**src/rtl/uart_prog_loader.sv**
```systemverilog
// UART program-image loader: parses HEADER/LEN/payload/SUM frames and writes the payload into BRAM port A.
// Optional echo path enabled by defining UART_PROG_LOADER_ECHO_EN.
module uart_prog_loader #(
  parameter int         DEPTH       = 2048,
  parameter int         ADDR_W      = 11,
  parameter logic [7:0] HEADER      = 8'hA5,
  parameter int         TIMEOUT_CYC = 2700000
) (
  input  logic              clk,
  input  logic              rst_n,
  input  logic [7:0]        rx_data,
  input  logic              rx_valid,
`ifdef UART_PROG_LOADER_ECHO_EN
  output logic [7:0]        tx_data,
  output logic              tx_valid,
  input  logic              tx_ready,
`endif
  output logic              wr_en,
  output logic [ADDR_W-1:0] wr_addr,
  output logic [7:0]        wr_data,
  output logic              cpu_hold,
  output logic              done,
  output logic              err,
  output logic [11:0]       loaded_len
);

  localparam int TW = $clog2(TIMEOUT_CYC + 1);

  typedef enum logic [2:0] {
    S_IDLE, S_LEN_LO, S_LEN_HI, S_DATA, S_SUM, S_DONE, S_ERR
  } state_t;

  state_t          r_state, w_next;
  logic [7:0]      r_lo, r_sum;
  logic [11:0]     r_len, r_cnt;
  logic [TW-1:0]   r_tmo;
  logic [15:0]     w_len;
  logic            w_active, w_hdr, w_tmo, w_ovr;

  assign w_len    = {rx_data, r_lo};
  assign w_active = (r_state == S_LEN_LO) || (r_state == S_LEN_HI) ||
                    (r_state == S_DATA)   || (r_state == S_SUM);
  assign w_hdr    = rx_valid && (rx_data == HEADER) && !w_active;
  // A strobe on the expiry cycle takes priority over the timeout.
  assign w_tmo    = w_active && !rx_valid && (r_tmo == TW'(TIMEOUT_CYC - 1));

`ifdef UART_PROG_LOADER_ECHO_EN
  logic w_echo;
  assign w_echo = rx_valid && (w_active || w_hdr);
  // Buffer frees on the same cycle tx_ready is seen, so back-to-back bytes are fine.
  assign w_ovr  = w_echo && tx_valid && !tx_ready;

  always_ff @(posedge clk) begin
    if (!rst_n) begin
      tx_valid <= 1'b0;
      tx_data  <= '0;
    end else if (w_ovr) begin
      tx_valid <= 1'b0;
    end else if (w_echo) begin
      tx_valid <= 1'b1;
      tx_data  <= rx_data;
    end else if (tx_ready) begin
      tx_valid <= 1'b0;
    end
  end
`else
  assign w_ovr = 1'b0;
`endif

  always_comb begin
    w_next = r_state;
    case (r_state)
      S_LEN_LO: if (rx_valid) w_next = S_LEN_HI;
      S_LEN_HI: begin
        if (rx_valid) begin
          if (w_len == 16'd0 || w_len > 16'(DEPTH)) w_next = S_ERR;
          else                                      w_next = S_DATA;
        end
      end
      S_DATA:   if (rx_valid && r_cnt == r_len - 12'd1) w_next = S_SUM;
      S_SUM: begin
        if (rx_valid) begin
          if (rx_data == r_sum) w_next = S_DONE;
          else                  w_next = S_ERR;
        end
      end
      default:  if (w_hdr) w_next = S_LEN_LO;
    endcase
    if (w_tmo || w_ovr) w_next = S_ERR;
  end

  always_ff @(posedge clk) begin
    if (!rst_n) begin
      r_state    <= S_IDLE;
      r_lo       <= '0;
      r_sum      <= '0;
      r_len      <= '0;
      r_cnt      <= '0;
      r_tmo      <= '0;
      wr_en      <= 1'b0;
      wr_addr    <= '0;
      wr_data    <= '0;
      cpu_hold   <= 1'b0;
      done       <= 1'b0;
      err        <= 1'b0;
      loaded_len <= '0;
    end else begin
      r_state <= w_next;
      wr_en   <= 1'b0;
      r_tmo   <= (w_active && !rx_valid) ? r_tmo + 1'b1 : '0;
      case (r_state)
        S_LEN_LO: if (rx_valid) r_lo <= rx_data;
        S_LEN_HI: if (rx_valid) r_len <= w_len[11:0];
        S_DATA: begin
          if (rx_valid && !w_ovr) begin
            wr_en   <= 1'b1;
            wr_addr <= r_cnt[ADDR_W-1:0];
            wr_data <= rx_data;
            r_cnt   <= r_cnt + 12'd1;
            r_sum   <= r_sum + rx_data;
          end
        end
        default: ;
      endcase
      if (w_next == S_LEN_LO && !w_active) begin
        done     <= 1'b0;
        err      <= 1'b0;
        cpu_hold <= 1'b1;
        r_cnt    <= '0;
        r_sum    <= '0;
      end
      if (w_next == S_DONE && r_state == S_SUM) begin
        done       <= 1'b1;
        cpu_hold   <= 1'b0;
        loaded_len <= r_len;
      end
      if (w_next == S_ERR) begin
        err      <= 1'b1;
        done     <= 1'b0;
        cpu_hold <= 1'b0;
      end
    end
  end

endmodule
```
**config.mk**
```make
export PLATFORM = sky130hd
export DESIGN_NAME = uart_prog_loader
export DESIGN_NICKNAME = d
export VERILOG_FILES = /design/src/rtl/uart_prog_loader.sv
export SDC_FILE = /design/constraint.sdc
export NUM_CORES = 1
export LEC_CHECK = 0
export ABC_AREA = 1
export BUFFER_PORTS_ARGS = -buffer_cell sky130_fd_sc_hd__clkbuf_2
export CAP_MARGIN = 20
export CORE_MARGIN = 2
export CORE_UTILIZATION = 40
export CTS_CLUSTER_SIZE = 16
export DETAILED_ROUTE_END_ITERATION = 10
export PLACE_DENSITY = 0.57
export SETUP_SLACK_MARGIN = 0.3
export SYNTH_ARGS = -nofsm -noshare
export SYNTH_HDL_FRONTEND = slang
export SYNTH_SLANG_ARGS = --single-unit
export TNS_END_PERCENT = 20
```
**constraint.sdc**
```tcl
create_clock -name clk -period 3.71 [get_ports clk]
set_clock_uncertainty 0.2 [all_clocks]
set_input_delay 0.371 -clock clk [delete_from_list [all_inputs] [get_ports clk]]
set_output_delay 0.371 -clock clk [all_outputs]
set_load 0.02 [all_outputs]
```
# Yosys cells after proc, flatten, opt, wreduce, memory -nomap -nowiden
# Cells that the tools add are included.
[classes] n_addsub=4 n_lt_le_gt_ge=1 eq_ne=11 n_mux=13 bitwise=1 reduce_logical=24
[ops] operator="$add 22x1->22 const B" count=1
[ops] operator="$eq 22x22->1 const B" count=1
[ops] operator="$mux 3" count=7
[ops] operator="$gt 16x12->1 const B" count=1
[ops] operator="$logic_not 16->1" count=1
[ops] operator="$add 12x1->12 const B" count=1
[ops] operator="$eq 12x12->1" count=1
[ops] operator="$pmux 3 s4" count=1
[ops] operator="$sub 12x1->12 const B" count=1
[ops] operator="$reduce_and 2->1" count=5
[ops] operator="$eq 3x3->1 const B" count=3
[ops] operator="$add 8x8->8" count=1
[ops] operator="$eq 8x8->1" count=1
[ops] operator="$eq 8x8->1 const B" count=1
[ops] operator="$logic_and 1x1->1" count=7
[ops] operator="$eq 3x1->1 const B" count=2
[ops] operator="$eq 3x2->1 const B" count=2
[ops] operator="$logic_or 1x1->1" count=4
[ops] operator="$mux 1" count=4
[ops] operator="$reduce_bool 2->1" count=2
[ops] operator="$reduce_or 2->1" count=2
[ops] operator="$reduce_or 3->1" count=1
[ops] operator="$logic_not 1->1" count=2
[ops] operator="$mux 2" count=1
[ops] operator="$not 1->1" count=1
[totals] register_bits=100 word_cells=67

# Logic depth before layout (Yosys ltp)
# Gate-level depths: netlist of run 1.
[logic_depth] word_depth=13 ltp_mapped=17 mapped_depth_nobuf=17

# Least setup slack after synthesis of run 1
# OpenSTA, ideal clock, no wires.
[synth_timing] path_type="reg-to-reg" start="register r_len[0]" end="register cpu_hold" arrival_time_ps=1776 required_time_ps=3399 setup_slack_ps=1623 path_stages_with_launch=18 synth_period_minus_slack_ps=2087 path_cell_list="dfxtp_1 inv_1 ha_1 nand2_1 nor2_1 nand2_1 nand2_1 nand2_1 nand2_1 nand2_1 nor2_1 nand4_1 nand2_1 nand3_1 nand2_1 nand3_1 nand2_1 nor2_1"
[synth_via] elab_chain_len=9 elab_cells_between_ends=12
[synth_rtl] element="start: declaration" line="35" source="logic [11:0] r_len, r_cnt;"
[synth_rtl] element="start signal: assignment" line="113" source="S_LEN_HI: if (rx_valid) r_len <= w_len[11:0];"
[synth_rtl] element="$sub 12x1->12 *" line="80" source="S_DATA: if (rx_valid && r_cnt == r_len - 12'd1) w_next = S_SUM;"
[synth_rtl] element="$eq 12x12->1 *" line="80"
[synth_rtl] element="$logic_and 1x1->1 *" line="80"
[synth_rtl] element="$mux 3 *" line="80"
[synth_rtl] element="$pmux 3 s4 *" line="72" source="case (r_state)"
[synth_rtl] element="$mux 3 *" line="89" source="if (w_tmo || w_ovr) w_next = S_ERR;"
[synth_rtl] element="$eq 3x3->1" line="132" source="if (w_next == S_DONE && r_state == S_SUM) begin"
[synth_rtl] element="$logic_and 1x1->1" line="132"
[synth_rtl] element="$reduce_or 3->1 (no line)"
[synth_rtl] element="end signal: assignment" line="128" source="cpu_hold <= 1'b1;"
[synth_rtl] element="end signal: assignment" line="134" source="cpu_hold <= 1'b0;"
[synth_rtl] element="end signal: assignment" line="140" source="cpu_hold <= 1'b0;"
[synth_rtl] element="end: declaration" line="21" source="output logic cpu_hold,"
# Every way passes the cells marked *; elsewhere a longest branch is shown, timed or not.
# A chain may end at the register's enable or synchronous reset.

# Worst setup path in the final report of run 1
[layout_timing] start="register r_state[1]" end="register r_cnt[11]"
[layout_via] elab_chain_len=12 elab_cells_between_ends=22
[layout_rtl] element="start: declaration" line="33" source="state_t r_state, w_next;"
[layout_rtl] element="start signal: assignment" line="108" source="r_state <= w_next;"
[layout_rtl] element="$eq 3x1->1 / $eq 3x2->1 (equally long branches)" line="41, 72"
[layout_rtl] element="$logic_or 1x1->1 (2 in series)" line="41" source="assign w_active = (r_state == S_LEN_LO) || (r_state == S_LEN_HI) ||"
[layout_rtl] element="$logic_or 1x1->1" line="42" source="(r_state == S_DATA) || (r_state == S_SUM);"
[layout_rtl] element="$logic_not 1->1" line="43, 125"
[layout_rtl] element="$logic_and 1x1->1" line="43" source="assign w_hdr = rx_valid && (rx_data == HEADER) && !w_active;"
[layout_rtl] element="$mux 3" line="87" source="default: if (w_hdr) w_next = S_LEN_LO;"
[layout_rtl] element="$pmux 3 s4" line="72"
[layout_rtl] element="$mux 3" line="89"
[layout_rtl] element="$eq 3x1->1" line="125" source="if (w_next == S_LEN_LO && !w_active) begin"
[layout_rtl] element="$logic_and 1x1->1" line="125"
[layout_rtl] element="$reduce_or 2->1 (no line)"
[layout_rtl] element="end signal: assignment" line="119" source="r_cnt <= r_cnt + 12'd1;"
[layout_rtl] element="end: declaration" line="35"
# Several ways; a longest one is shown, not always the timed one.

==> impl_results.md, run 1 <==
- Clock sink count: 100
- WL final: 11.78 mm
- Critical Path AT: 2.63 ns
- Pwr Total: 2.065 mW
- # diodes: 0
- Final setup vio count: 0
- Crit Path Category: reg2reg
- Largest net degree at the start of global routing: 45
- Total CTS buffers: 9
- Vias: 4391
- CTS tree: done
- Netlist cell types: 40
- Leakage: 2.390 nW
- Initial Util: 40.55%
- Root Driver: clkbuf_16
- Crit share post-route: 69.93%
- Top-Level Pins: 46
- HP Class: in2reg
- Site Rows: 40
- Global-route wire length before repair: 19.70 mm
- Vias in the first global route: 4084
- Clk pin slew, worst setup/hold paths: 0.07 ns
- Max-Cap Viols: 0
- Post-CTS sizing: 0
- Filler cells: 1244
- Core Area: 11910 um2
- Worst Tran Pin Value: 0.7437 ns
- DRC errors left: 0
- Clock tree buffer depth: 2
- Crit-path cells: inv_2, nor2_4, nand2_2, nor2_8, inv_4, nor2_4, inv_2, nor2_4, nand4_2, inv_2, nand3_2, nor3_2, nand3_1, nand2_1, nor2_2
- Nets: 753
- Initial DRT Pass Iterations: 5
- Power density over the cells: 377.2 nW/um2
- Syn-to-layout area delta: 13.37%
- Tmin final: 2.594 ns
- Synthesized area: 4830 um2
- Routed vias/inst: 4.973
- Post-CTS Setup Inserts: 0
- Layout cells sized above 1: 12.36%
- Synth Net Count: 713
- Total congestion overflow: 0
- Die width: 113.9 um
- Routed Antenna Nets: 0
- Die area: 12970 um2
- Crit Path Max Fanout: 44
- GRT Total Usage: 19.13%
- Seq/Total Area, Yosys: 41.45%
- Worst vdd ir: 0.1716 mV
- Share of flip-flops with an asynchronous set or reset: 0%
- Hold Violations, Final: 0
- Outcome: completed
- Hold Buf Count CTS: 0
- Achievable frequency: 385.5 MHz
- IO buf count: 45
- Slowest cell on crit path: nor2_8
- Ys flop type: dfxtp_1
- Setup TNS: 0 ns
- Synth warnings: 0
- Post-synth EDFFs: 0
- Initial antenna violation count: 0
- Max-Slew Margin vs Limit: 50.24%
- Gate Count Post-Synth: 691
- Crit end category: flop
- Die H: 113.9 um
- Slew Viols, Final: 0
- Drt initial violations: 262
- Skew-Pair Late Insertion Delay: 0.36 ns
- Startpoint type of the worst setup path: flop
- Yosys reg bits: 100
- Routability cong.: 0.8791
- RSZ-0062 raised after global routing: no
- Worst path max stage delay: 0.43 ns
- WL per Instance: 13.34 um
- Mapped Avg Cell Area: 6.989 um2
- DP Cell Count: 867
- Post-DP HPWL: 8.771 mm
- Worst Path Required: 3.75 ns
- Layout Cells excl Fill: 883
- H-tree levels: 3
==> layout make-up <==
cell class	instances	area, um2	share of cell area [%]
multi-input cells	490	2440	44.56
inverters	82	310.3	5.667
repair buffers	48	247.7	4.525
well taps	147	183.9	3.359
clock buffers	9	225.2	4.113
flip-flops and latches	100	2002	36.56
clock inverters	7	66.31	1.211
==> synthesized netlist by cell type, types with 4 or more instances <==
cell type	instances	area [um2]
nand4_1	10	62.56
nor2_2	4	25.02
xnor2_1	4	35.03
inv_1	75	281.5
inv_2	5	18.77
a21oi_1	65	325.3
nand2_1	149	559.3
clkbuf_1	15	56.30
nor4_1	4	25.02
nor2_4	5	56.30
nor3_1	16	80.08
dfxtp_1	100	2002
nor2_1	98	367.9
nor3_2	4	40.04
nand3_1	34	170.2
ha_1	10	125.1
o21ai_0	51	255.2
xor2_1	12	105.1
==> critical path, delay by kind of cell, from the launching register on <==
kind	cells	cell delay, ns
AND/OR/NAND/NOR	11	1.45
flip-flops	1	0.37
buffers and inverters	4	0.43
==> cell usage in the layout, fill, tap and decap left out, types with 2 or more instances in the layout <==
cell,instances
a21oi_1,65
buf_4,3
clkbuf_16,9
clkbuf_2,45
clkinv_2,4
dfxtp_1,100
ha_1,10
inv_1,75
inv_2,5
nand2_1,149
nand3_1,34
nand4_1,10
nor2_1,98
nor2_2,4
nor2_4,5
nor3_1,16
nor3_2,4
nor3b_1,2
nor4_1,4
o21a_1,3
o21ai_0,51
o21bai_1,2
o31ai_1,2
or2_2,3
xnor2_1,4
xor2_1,12
==> cells by family after synthesis <==
kind of cell             count (synthesis)  synth area share [%]
AND/OR/NAND/NOR                        337                 31.09
AO/OA/AOI/OAI                          126                 13.52
buffers and inverters                  101                 8.031
flip-flops                             100                 41.45
XOR/XNOR                                16                 2.901
adder cells (fa/ha/maj)                 11                 3.005
==> power breakdown <==
group	total (mW)	switching, mW	internal (mW)
clock network	0.938	0.418	0.520
logic	0.0538	0.0392	0.0146
registers	1.07	0.000205	1.07
total	2.07	0.457	1.61
==> flip-flops by register name, indices dropped and copies added, names as in the netlist, 3 cells and up <==
signal and count:
r_len 12, wr_data 8, loaded_len 12, r_cnt 12
r_lo 8, wr_addr 11, r_tmo 22, r_state 3
r_sum 8
==> routing by layer <==
layer	up-vias	track usage, %	wire length, um
met4	0	8.537	238
met5	-	0	0
met1	1977	25.41	5642
met2	82	30.78	5449
met3	15	3.029	452
li1	2317	-	-
==> path summary, 6_finish.rpt <==
| check | startpoint | endpoint | slack (ns) | cells after the start |
|---|---|---|---|---|
| min reg2reg | r_tmo[0] | r_tmo[0] | 0.26 | 1 |
| min | rx_data[6] | r_lo[6] | 0.14 | 3 |
| max reg2reg | r_state[1] | r_cnt[11] | 1.12 | 15 |
| max | r_state[1] | r_cnt[11] | 1.12 | 15 |
==> metrics by stage <==
step	utilization (%)	setup WS, ns	hold slack [ns]	instance area, um2
4_1_cts	45.97	1.101	0.1298	5475
3_5_place_dp	43.52	0.9951	0.2433	5184
3_3_place_gp	43.52	1.019	0.2203	5184
5_1_grt	45.97	0.8130	0.1555	5475
6_report	45.97	1.116	0.1442	5475
2_1_floorplan	-	1.623	0.2132	4830
No activity file was read; power rests on OpenSTA's default activity.
==> run 2, diff against run 1 <==
- clock period: 3.71 -> 2.67 ns (I/O delays scaled with it)
==> impl_results.md, run 2 (synthesized netlist as in run 1, its figures left out) <==
- WL final: 11.75 mm
- Hold Violations, Final: 0
- Crit Path Category: reg2reg
- CTS tree: done
- Tmin final: 2.180 ns
- IO buf count: 45
- Critical Path Stages: 16
- Total congestion overflow: 0
- Worst Path Required: 2.71 ns
- Routed Antenna Nets: 0
- GRT Total Usage: 18.92%
- Util after Layout: 47.12%
- Crit end category: flop
- Worst vdd ir: 0.2964 mV
- Max-Cap Viols: 0
- RSZ-0062 raised after global routing: yes
- Achievable frequency: 458.6 MHz
- Final setup vio count: 0
- Clk pin slew, worst setup/hold paths: 0.07 ns
- Outcome: completed
- Routed vias/inst: 5.026
- Power density over the cells: 528.1 nW/um2
- Hold path depth: 3
- Slowest cell on crit path: dfxtp_2
- Syn-to-layout area delta: 16.22%
- Leakage: 2.421 nW
- Crit-path cells: ha_4, nand2_1, inv_2, nand2_2, inv_2, nand2_2, nor2_4, nand3_2, nor2_4, nand3_2, nor2_1, nand3_1, nor2_2, nand2_1, o21ai_1, a21oi_1
- Slew Viols, Final: 0
- Max-Slew Margin vs Limit: 73.30%
- Global-route wire length before repair: 19.51 mm
- Core Area: 11910 um2
- Crit share post-route: 81.66%
- Layout cells sized above 1: 15.52%
- Crit path buffers/inverters: 2
- Hold Buf Count CTS: 0
- Vias: 4463
- Nets: 758
- Crit Path Max Fanout: 5
- Top-Level Pins: 46
- Drt initial violations: 270
- Largest net degree at the start of global routing: 42
- Worst path max stage delay: 0.36 ns
- Vias in the first global route: 4100
- Cell family with most CP delay: simple AND/OR/NAND/NOR gates
- Largest Register: r_tmo
- # diodes: 0
- Clock tree buffer depth: 2
- Routability cong.: 0.8948
- Post-DP HPWL: 8.793 mm
- Initial antenna violation count: 0
- Initial DRT Pass Iterations: 5
- Most common cell after layout, fill and taps aside: nand2_1
- Die H: 113.9 um
- Clock sink count: 100
- Die area: 12970 um2
- Filler cells: 1241
- Initial Util: 40.55%
- WL per Instance: 13.23 um
- Site Rows: 40
- Setup TNS: 0 ns
- Total CTS buffers: 9
- Startpoint type of the worst setup path: flop
- R2R depth: 16
- HP Class: in2reg
- Critical Path AT: 2.22 ns
- Commonest non-fill, non-tap cells in the layout: 145 x nand2_1, 96 x dfxtp_1, 93 x nor2_1, 72 x inv_1, 65 x a21oi_1
- Skew-Pair Late Insertion Delay: 0.35 ns
- Die width: 113.9 um
- H-tree levels: 3
- Root Driver: clkbuf_16
- Worst Tran Pin Value: 0.3999 ns
- Max reg flops: 22
- DRC errors left: 0
## run 2: cell types whose count changed in the layout (fill, tap and decap cells not counted), sizes merged
cell,previous run,this run
buf,3,8
inv,82,81
clkinv,5,2
clkbuf,54,57
bufinv,1,2
## run 2: metal layers
layer / wire (um) / track usage, % / part of all wire (%) / vias up
met2: 5544 / 31.22 / 47 / 82
met1: 5509 / 24.17 / 47 / 2035
met3: 353 / 2.976 / 3.0 / 23
li1: - / - / - / 2323
met4: 344 / 9.268 / 2.9 / 0
met5: 0 / 0 / 0 / -
## run 2: final timing paths
path / startpoint / slack (ns) / endpoint
worst max register to register: r_tmo[0] / 0.49 / r_tmo[20]
worst min register to register: r_tmo[0] / 0.24 / r_tmo[0]
worst max-delay path: r_tmo[0] / 0.49 / r_tmo[20]
worst min-delay path: rx_data[6] / 0.06 / r_lo[6]
## run 2: through the flow
stage	hold WS, ns	cells	area [um2]	total power [mW]	worst slack (ns)
after floorplan	0.2019	691	4830	1.567	0.5832
after global placement	0.2223	871	5214	1.597	0.3889
after detailed placement	0.2393	871	5214	1.598	0.3145
after CTS	0.04292	887	5535	3.002	0.3471
after global routing	0.06716	888	5613	3.063	0.2476
final	0.05501	888	5613	2.964	0.4897
## run 2: layout make-up
class | count | area [um2] | share of cell area [%]
Inverter | 82 | 310.3 | 5.528
Sequential cell | 100 | 2007 | 35.76
Timing Repair Buffer | 53 | 285.3 | 5.082
Clock buffer | 12 | 246.5 | 4.391
Tap cell | 147 | 183.9 | 3.277
Multi-Input combinational cell | 490 | 2507 | 44.67
Clock inverter | 4 | 72.57 | 1.293
## run 2: power breakdown
part / switching [mW] / leakage (nW) / internal (mW) / total (mW)
logic: 0.0533 / 1.46 / 0.0194 / 0.0727
registers: 0.000268 / 0.807 / 1.49 / 1.49
clock network: 0.555 / 0.153 / 0.846 / 1.40
total: 0.608 / 2.42 / 2.36 / 2.96
## run 2: worst register-to-register path: stages, from the launching register on
cell	delay, ns
dfxtp_2	0.36
ha_4	0.13
nand2_1	0.06
inv_2	0.06
nand2_2	0.05
inv_2	0.07
nand2_2	0.06
nor2_4	0.15
nand3_2	0.11
nor2_4	0.13
nand3_2	0.08
nor2_1	0.12
nand3_1	0.11
nor2_2	0.14
nand2_1	0.08
o21ai_1	0.13
a21oi_1	0.05
## run 2: what timing repair did
| item | 4_1_cts | 5_1_grt |
|---|---|---|
| buffers inserted | 0 | 1 |
| pin swaps | 0 | 8 |
| endpoints found under the setup margin | 2 | 10 |
| gates resized for setup | 1 | 24 |
